[src/rtl/am2950_ctl.sv]
// ---------------------------------------------------------------------------
// am2950_ctl
//
// Sequencer for an am2950-style bidirectional mailbox port. Mailbox R carries
// data from side A to side B and mailbox S carries data from side B to side A.
// Four transaction types are arbitrated round-robin in the order
// AW -> BR -> BW -> AR: A write (R), B read (R), B write (S), A read (S).
// Only one transaction is in flight at a time. Each one takes three cycles
// after the IDLE cycle that granted it.
//
// Ports
//   clk, rst                 clock, asynchronous active-high reset
//   a_wr_req, a_rd_req       side A level requests (write R / read S)
//   b_wr_req, b_rd_req       side B level requests (write S / read R)
//   fr, fs                   port R-full / S-full flags
//   cpr, cps                 port capture clocks (one-cycle pulse)
//   cer_, ces_               port capture enables, active low
//   oea_, oeb_               port output enables, active low
//   clrr, clrs               port flag clears (also held high during reset)
//   a_wr_ack .. b_rd_ack     one-cycle completion pulses
//   busy                     high whenever the sequencer is not idle
//   ab_cnt, ba_cnt           completed A->B / B->A transfers (wrapping)
// ---------------------------------------------------------------------------
module am2950_ctl #(
  parameter int CNTW = 16
) (
  input  logic            clk,
  input  logic            rst,
  input  logic            a_wr_req,
  input  logic            a_rd_req,
  input  logic            b_wr_req,
  input  logic            b_rd_req,
  input  logic            fr,
  input  logic            fs,
  output logic            cpr,
  output logic            cps,
  output logic            cer_,
  output logic            ces_,
  output logic            oea_,
  output logic            oeb_,
  output logic            clrr,
  output logic            clrs,
  output logic            a_wr_ack,
  output logic            a_rd_ack,
  output logic            b_wr_ack,
  output logic            b_rd_ack,
  output logic            busy,
  output logic [CNTW-1:0] ab_cnt,
  output logic [CNTW-1:0] ba_cnt
);

  typedef enum logic [2:0] {
    IDLE = 3'd0,
    W1   = 3'd1,
    W2   = 3'd2,
    W3   = 3'd3,
    R1   = 3'd4,
    R2   = 3'd5,
    R3   = 3'd6
  } state_t;

  // Transaction codes, numbered in round-robin order.
  localparam logic [1:0] T_AW = 2'd0;
  localparam logic [1:0] T_BR = 2'd1;
  localparam logic [1:0] T_BW = 2'd2;
  localparam logic [1:0] T_AR = 2'd3;

  localparam logic [CNTW-1:0] CNT_ONE = {{(CNTW-1){1'b0}}, 1'b1};

  state_t     state_r;
  logic [1:0] cur_r;    // transaction in flight
  logic [1:0] last_r;   // most recent grant, lowest priority next time
  logic       clrr_r;
  logic       clrs_r;
  logic [3:0] elig_s;   // indexed by transaction code
  logic [2:0] pick_s;   // {valid, transaction code}

  // Round-robin pick: scan from last+1 around to last. Later loop iterations
  // overwrite earlier ones, so the scan runs from lowest to highest priority.
  function automatic logic [2:0] rr_pick(input logic [3:0] elig,
                                         input logic [1:0] last);
    logic [2:0] res;
    logic [1:0] idx;
    res = 3'b000;
    for (int i = 4; i >= 1; i--) begin
      idx = last + i[1:0];
      if (elig[idx]) begin
        res = {1'b1, idx};
      end else begin
        res = res;
      end
    end
    return res;
  endfunction

  // Eligibility: a write needs the target mailbox empty, a read needs it full.
  always_comb begin
    elig_s       = 4'b0000;
    elig_s[T_AW] = a_wr_req & ~fr;
    elig_s[T_BR] = b_rd_req &  fr;
    elig_s[T_BW] = b_wr_req & ~fs;
    elig_s[T_AR] = a_rd_req &  fs;
    pick_s       = rr_pick(elig_s, last_r);
  end

  // Flag clears are registered, but reset also forces them high so the port
  // flags clear for as long as reset is held.
  assign clrr = clrr_r | rst;
  assign clrs = clrs_r | rst;

  // Sequencer: state, grant tracking, registered port controls and counters.
  always_ff @(posedge clk or posedge rst) begin
    if (rst) begin
      state_r  <= IDLE;
      cur_r    <= T_AW;
      last_r   <= T_AR;   // makes AW the highest priority after reset
      cpr      <= 1'b0;
      cps      <= 1'b0;
      cer_     <= 1'b1;
      ces_     <= 1'b1;
      oea_     <= 1'b1;
      oeb_     <= 1'b1;
      clrr_r   <= 1'b0;
      clrs_r   <= 1'b0;
      a_wr_ack <= 1'b0;
      a_rd_ack <= 1'b0;
      b_wr_ack <= 1'b0;
      b_rd_ack <= 1'b0;
      busy     <= 1'b0;
      ab_cnt   <= {CNTW{1'b0}};
      ba_cnt   <= {CNTW{1'b0}};
    end else begin
      // Pulsed outputs default low every cycle.
      cpr      <= 1'b0;
      cps      <= 1'b0;
      clrr_r   <= 1'b0;
      clrs_r   <= 1'b0;
      a_wr_ack <= 1'b0;
      a_rd_ack <= 1'b0;
      b_wr_ack <= 1'b0;
      b_rd_ack <= 1'b0;
      case (state_r)
        IDLE: begin
          if (pick_s[2]) begin
            cur_r  <= pick_s[1:0];
            last_r <= pick_s[1:0];
            busy   <= 1'b1;
            case (pick_s[1:0])
              T_AW: begin
                state_r <= W1;
                cer_    <= 1'b0;
              end
              T_BW: begin
                state_r <= W1;
                ces_    <= 1'b0;
              end
              T_BR: begin
                state_r <= R1;
                oeb_    <= 1'b0;
              end
              default: begin    // T_AR
                state_r <= R1;
                oea_    <= 1'b0;
              end
            endcase
          end else begin
            state_r <= IDLE;
            busy    <= 1'b0;
          end
        end
        W1: begin
          state_r <= W2;
          if (cur_r == T_AW) begin
            cpr <= 1'b1;
          end else begin
            cps <= 1'b1;
          end
        end
        W2: begin
          state_r <= W3;
          cer_    <= 1'b1;
          ces_    <= 1'b1;
          if (cur_r == T_AW) begin
            a_wr_ack <= 1'b1;
          end else begin
            b_wr_ack <= 1'b1;
          end
        end
        R1: begin
          state_r <= R2;
          if (cur_r == T_BR) begin
            b_rd_ack <= 1'b1;
          end else begin
            a_rd_ack <= 1'b1;
          end
        end
        R2: begin
          // Transfer is counted as the reader releases the bus and clears the flag.
          state_r <= R3;
          oea_    <= 1'b1;
          oeb_    <= 1'b1;
          if (cur_r == T_BR) begin
            clrr_r <= 1'b1;
            ab_cnt <= ab_cnt + CNT_ONE;
          end else begin
            clrs_r <= 1'b1;
            ba_cnt <= ba_cnt + CNT_ONE;
          end
        end
        W3, R3: begin
          state_r <= IDLE;
          busy    <= 1'b0;
        end
        default: begin
          state_r <= IDLE;
          cer_    <= 1'b1;
          ces_    <= 1'b1;
          oea_    <= 1'b1;
          oeb_    <= 1'b1;
          busy    <= 1'b0;
        end
      endcase
    end
  end

endmodule

[config.mk]
export PLATFORM = sky130hd
export DESIGN_NAME = am2950_ctl
export DESIGN_NICKNAME = d
export VERILOG_FILES = /design/src/rtl/am2950_ctl.sv
export SDC_FILE = /design/constraint.sdc
export NUM_CORES = 1
export LEC_CHECK = 0
export CAP_MARGIN = 20
export CELL_PAD_IN_SITES_DETAIL_PLACEMENT = 2
export CELL_PAD_IN_SITES_GLOBAL_PLACEMENT = 2
export CORE_ASPECT_RATIO = 0.5
export CORE_UTILIZATION = 34
export CTS_CLUSTER_DIAMETER = 100
export CTS_CLUSTER_SIZE = 16
export DETAILED_ROUTE_END_ITERATION = 8
export PLACE_DENSITY_LB_ADDON = 0.1
export SLEW_MARGIN = 20
export SYNTH_ARGS = -nofsm -noshare
export SYNTH_HDL_FRONTEND = slang
export SYNTH_SLANG_ARGS = --single-unit
[constraint.sdc]
create_clock -name clk -period 4.6 [get_ports clk]
set_input_delay 0.69 -clock clk [delete_from_list [all_inputs] [get_ports clk]]
set_output_delay 0.69 -clock clk [all_outputs]
set_load 0.05 [all_outputs]
==> flow_summary.toml, run 1 <==
[yosys]
yosys.area.top_type = "dfrtp_1"
synth-seq-cells = 52
synth.cells.most_frequent = "dfrtp_1, nand2_1, xnor2_1"
seq_area_frac_synth_pct = 55.97
syn_inst = 201
synthArstFlopShare_pct = 100.0
synth_area_leaders = "dfrtp_1, xnor2_1, dfstp_2, nand2_1, nand3_2"
avgSynthCellArea_um2 = 11.63
ys_warn_count = 0
synth_most_common_cell = "dfrtp_1"
yosys.cell_types.count = 43
syn_nets = 211
netlist_area_mm2 = 0.002338
synth_top_area_share_pct = 49.22
synth_enable_flop_cells = 0
ys.flop_type = "dfrtp_1"

[clock_network]
cts.sinks = 52
cts_buffers = 5
cts_resized = 0
clk_latency_ns = 0.29
cts_setup_buffers = 0
root_buffer = "clkbuf_16"
path_clk_slew_ns = 0.06
cts_tree = "done"
postCtsHoldBufs = 0
cts_buffer_depth = 2
htreeDepth = 2

[sta]
relSlewSlack_pct = 64.95
rsz0062_at_grt = "no"
hold_viol = 0
drv_slew = 0
fin_crit_sh_pct = 62.06
setup_viol = 0
fin_skew_ns = 0.001919
period_minus_slack_ns = 2.855
fin_hold_ws_ns = 0.4734
tns_ns = 0
max_freq_mhz = 350.3
tightestPinTransition_ns = 0.5241

[critical_path]
critical_path_required_ns = 3.91
crit_path_top_delay_cell = "clkdlybuf4s50_1"
criticalPathCategory = "in -> out"
critPathLaunchType = "primary input"
endpoint_kind = "output port"
critPathArrivalTime_ns = 2.16
crit_top_cell = "clkdlybuf4s50_1"
cp_max_fo = 3
critPathMaxStageDelay_ns = 0.71
crit_chain = "clkdlybuf4s50_1 -> or2_2 -> clkdlybuf4s50_1"

[grt]
grt_start_max_net_pins = 35
grt.overflow.total = 0
antenna_found_initial = 0
first_global_vias = 1847
grt_pass1_wl_um = 9384
grt_use_total_pct = 17.23

[layout]
post-route-cell-area_mm2 = 0.003077
drive_gt1_share_pct = 12.94
antennaDiodeCount = 0
layout.nets = 265
multi_input_area_um2 = 972.2
ff_latch_area_mm2 = 0.001309
area_delta_synth_final_pct = 31.57
nFillCells = 646

[floorplan]
start_util_pct = 36.79
num_rows = 20
fp.dieH_um = 60.65
die_w_um = 119.3
io-pin-count = 53
dieArea_mm2 = 0.007234
core-area_mm2 = 0.006356

[hold_path]
hp-class = "reg -> reg"

[detailed_routing]
drt-total-wl_um = 5547
drtIter0Drc = 75
ant_nets = 0
firstDrtPassIters = 4
wl_per_cell_um = 16.17
vias_per_cell = 4.953
vias = 1699
drcViolationCount = 0

[power_and_ir_drop]
power_density_mw_per_mm2 = 540.1
leakage_nw = 1.311
ir_drop_mv = 0.2797
total_power_mw = 1.662

[placement]
dpl_cell_area_mm2 = 0.002943
gp_congestion = 0.7840
io_buffers = 52
dp_hpwl_um = 4094

[run]
drv_cap = 0

[outcome]
status = "finished clean"
[final timing paths]
check / slack (ns) / endpoint / start / cells past startpoint
min in group asynchronous: 0.77 / ba_cnt[1]$_DFFE_PP0P_ / rst / 2
max in group asynchronous: 3.23 / last_r[0]$_DFFE_PP1P_ / rst / 3
min reg2reg: 0.47 / ab_cnt[15]$_DFFE_PP0P_ / ab_cnt[15]$_DFFE_PP0P_ / 1
max reg2reg: 2.64 / ba_cnt[4]$_DFFE_PP0P_ / state_r[1]$_DFF_PP0_ / 5
max: 1.75 / clrs / rst / 3
min: 0.47 / ab_cnt[15]$_DFFE_PP0P_ / ab_cnt[15]$_DFFE_PP0P_ / 1
[layout make-up]
type | instances | area share [%]
multi-input combinational | 140 | 31.60
tap | 88 | 3.579
clock inverter | 1 | 0.1627
timing repair buffer | 53 | 17.57
inverter | 3 | 0.3660
sequential | 52 | 42.54
clock buffer | 6 | 4.189
[cell families after synthesis]
logic type | count (synthesis) | share of synthesized area, %
multiplexers | 5 | 2.354
buffers and inverters | 9 | 2.461
adder cells (fa/ha/maj) | 2 | 1.070
XOR/XNOR | 30 | 11.56
flip-flops | 52 | 55.97
AND/OR/NAND/NOR | 86 | 21.51
AO/OA/AOI/OAI | 17 | 5.084
[worst max-delay path, delay by kind of cell]
kind	cells	cell delay (ns)
buffers and inverters	2	1.16
AND/OR/NAND/NOR	1	0.31
[layout by cell type, fill, tap and decap left out, drive strengths merged, types with 3 or more instances in the layout]
| cell | instances |
|---|---|
| and3 | 5 |
| nor2 | 10 |
| xnor2 | 25 |
| a21oi | 4 |
| clkbuf | 6 |
| o211ai | 3 |
| inv | 3 |
| nand3 | 11 |
| nor3 | 6 |
| or2 | 3 |
| xor2 | 5 |
| dfrtp | 46 |
| and4 | 3 |
| nand2b | 5 |
| and2 | 3 |
| dfstp | 6 |
| clkdlybuf4s50 | 52 |
| nand4 | 8 |
| mux2 | 4 |
| nand2 | 25 |
[sequential cells by signal, indices dropped and copies added (netlist names)]
register / count
last_r: 2
cpr: 1
b_rd_ack: 1
a_rd_ack: 1
clrr_r: 1
ces_: 1
oea_: 1
b_wr_ack: 1
ba_cnt: 16
busy: 1
cur_r: 2
a_wr_ack: 1
cps: 1
ab_cnt: 16
oeb_: 1
clrs_r: 1
cer_: 1
state_r: 3
[per-stage QoR]
step | std cells | worst slack [ns] | utilization [%]
2_1_floorplan | 201 | 2.662 | -
3_3_place_gp | 335 | 1.787 | 45.98
3_5_place_dp | 336 | 1.743 | 46.30
4_1_cts | 343 | 1.739 | 48.41
5_1_grt | 343 | 1.718 | 48.41
6_report | 343 | 1.745 | 48.41
[power breakdown]
part	total, mW	internal (mW)	switching (mW)	leakage, nW
sequential	0.682	0.570	0.112	0.685
combinational	0.628	0.232	0.396	0.559
clock	0.352	0.198	0.154	0.0667
total	1.66	1.00	0.662	1.31
[routing by layer]
metal / up-vias / share of wire (%) / global-route usage [%]
li1: 794 / - / -
met1: 868 / 44 / 20.22
met2: 30 / 52 / 31.98
met3: 7 / 3.2 / 4.511
met4: 0 / 1.1 / 5.425
met5: - / 0 / 0
Note: power is estimated with default switching activity, not from simulation.
==> run 2: changes to the inputs <==
--- a/config.mk
+++ b/config.mk
@@ -9,7 +9,7 @@
 export CELL_PAD_IN_SITES_DETAIL_PLACEMENT = 2
 export CELL_PAD_IN_SITES_GLOBAL_PLACEMENT = 2
 export CORE_ASPECT_RATIO = 0.5
-export CORE_UTILIZATION = 34
+export CORE_UTILIZATION = 32
 export CTS_CLUSTER_DIAMETER = 100
 export CTS_CLUSTER_SIZE = 16
 export DETAILED_ROUTE_END_ITERATION = 8
==> constraint.sdc (replaced) <==
create_clock -name clk -period 2.7 [get_ports clk]
set_input_delay 0.405 -clock clk [delete_from_list [all_inputs] [get_ports clk]]
set_output_delay 0.405 -clock clk [all_outputs]
set_load 0.05 [all_outputs]
==> run 2 against run 1 <==
Clock-buffer cell count is the same. Clock power increased by 86%. Largest power group unchanged. Via count fell by 0.35%. Clock skew increased by 0.0049 ns. Worst setup slack lost 1.3 ns. Core utilization shrank 3.2 points. Wire length decreased by 2.3%. Critical path type unchanged. First-iteration DRC count down 11%. Non-clock buffer count grew 1. Worst hold slack gained 0.0083 ns.
==> flow_summary.toml, run 2 (same netlist as run 1, synthesis figures left out) <==
[detailed_routing]
firstDrtPassIters = 3
drtIter0Drc = 67
drcViolationCount = 0
vias = 1693
vias_per_cell = 4.851
ant_nets = 0
wl_per_cell_um = 15.54
drt-total-wl_um = 5422

[critical_path]
ff2ff_path_depth = 5
crit-reg2reg-launch = "state_r[1]$_DFF_PP0_"
crit_chain = "clkdlybuf4s50_1 -> or2_2 -> clkdlybuf4s50_1"
crit_top_cell = "clkdlybuf4s50_1"
regToRegSetupSlack_ns = 0.69
critPathLaunchType = "primary input"
crit_path_top_delay_cell = "clkdlybuf4s50_1"
critPathMaxStageDelay_ns = 0.71
endpoint_kind = "output port"
critPathArrivalTime_ns = 1.87
rr_endpoint = "ba_cnt[6]$_DFFE_PP0P_"
critical_path_required_ns = 2.30
criticalPathCategory = "in -> out"
cp_max_fo = 3

[clock_network]
root_buffer = "clkbuf_16"
path_clk_slew_ns = 0.07
clk_latency_ns = 0.29
cts_setup_buffers = 0
postCtsHoldBufs = 0
cts_tree = "done"
htreeDepth = 2
cts_resized = 0
cts.sinks = 52
cts_buffer_depth = 2
cts_buffers = 5

[sta]
period_minus_slack_ns = 2.271
tns_ns = 0
drv_slew = 0
rsz0062_at_grt = "no"
max_freq_mhz = 440.4
hold_viol = 0
setup_viol = 0
tightestPinTransition_ns = 0.5343
relSlewSlack_pct = 64.27
fin_skew_ns = 0.006869
fin_hold_ws_ns = 0.4816
fin_crit_sh_pct = 84.10

[layout]
ff_latch_area_mm2 = 0.001309
layout.nets = 266
area_delta_synth_final_pct = 32.42
reg_top3 = "ab_cnt: 16 flops, ba_cnt: 16 flops, state_r: 3 flops"
multi_input_area_um2 = 972.2
nFillCells = 730
antennaDiodeCount = 0
drive_gt1_share_pct = 14.01
layout_commonest_cell = "clkdlybuf4s50_1"
layout_common_cells = "clkdlybuf4s50_1, dfrtp_1, nand2_1"

[placement]
gp_congestion = 0.7464
dp_hpwl_um = 4108
io_buffers = 52

[hold_path]
whs_path_depth = 1
min_to = "ab_cnt[15]$_DFFE_PP0P_"
hp-class = "reg -> reg"
hold_start = "ab_cnt[15]$_DFFE_PP0P_"

[power_and_ir_drop]
ir_drop_mv = 0.4146
power_density_mw_per_mm2 = 931.1
leakage_nw = 1.314

[floorplan]
die_w_um = 122.9
io-pin-count = 53
dieArea_mm2 = 0.007674
num_rows = 21
fp.dieH_um = 62.45
start_util_pct = 34.10
core-area_mm2 = 0.006858

[grt]
grt_pass1_wl_um = 9625
grt.overflow.total = 0
grt_use_total_pct = 16.23
antenna_found_initial = 0
first_global_vias = 1901
grt_start_max_net_pins = 24

[outcome]
status = "finished clean"

[run]
drv_cap = 0
==> run 2: cell types whose count changed in the layout (fill, tap and decap cells not counted), sizes merged <==
cell      delta
clkinv       -1
clkinvlp     +2
buf          +1
==> run 2: final cells by class <==
cell class,instances,area share [%]
clock buffer,6,4.485
clock inverter,2,0.4848
inverter,3,0.3636
multi-input combinational,140,31.39
sequential,52,42.26
tap,92,3.717
timing repair buffer,54,17.29
==> run 2: how the worst max path moves through the flow <==
stage	from	endpoint	slack [ns]	cells after the start
6_report	rst	clrr	0.43	3
5_1_grt	rst	clrr	0.40	3
4_1_cts	rst	clrr	0.41	3
3_5_place_dp	rst	clrr	0.42	3
3_3_place_gp	rst	clrs	0.46	3
2_1_floorplan	ba_cnt[3]$_DFFE_PP0P_	ba_cnt[15]$_DFFE_PP0P_	0.81	5
==> run 2: power breakdown <==
part	total, mW	leakage, nW	internal [mW]	switching (mW)
registers	1.17	0.685	0.970	0.197
logic	1.06	0.560	0.395	0.667
clock network	0.655	0.0691	0.369	0.286
total	2.88	1.31	1.73	1.15
==> run 2: stage by stage <==
stage | total power, mW | setup WS (ns) | utilization (%) | instances | area, um2
after floorplan | 1.911 | 0.8141 | - | 201 | 2338
after global placement | 2.212 | 0.4551 | 42.91 | 341 | 2943
after detailed placement | 2.257 | 0.4171 | 42.91 | 341 | 2943
after CTS | 2.925 | 0.4150 | 45.16 | 349 | 3097
after global routing | 3.059 | 0.3963 | 45.16 | 349 | 3097
final | 2.883 | 0.4294 | 45.16 | 349 | 3097
==> run 2: worst max-delay path: cells and delay by family <==
family | cells | cell delay [ns]
simple gates | 1 | 0.31
buf+inv | 2 | 1.15
==> run 2: per-layer routing <==
metal  up-vias  part of all wire [%]  GRT usage (%)
li1        797                     -              -
met1       863                    44          19.53
met2        28                    51          28.79
met3         5                   3.8          4.380
met4         0                  0.76          3.659
met5         -                     0              0
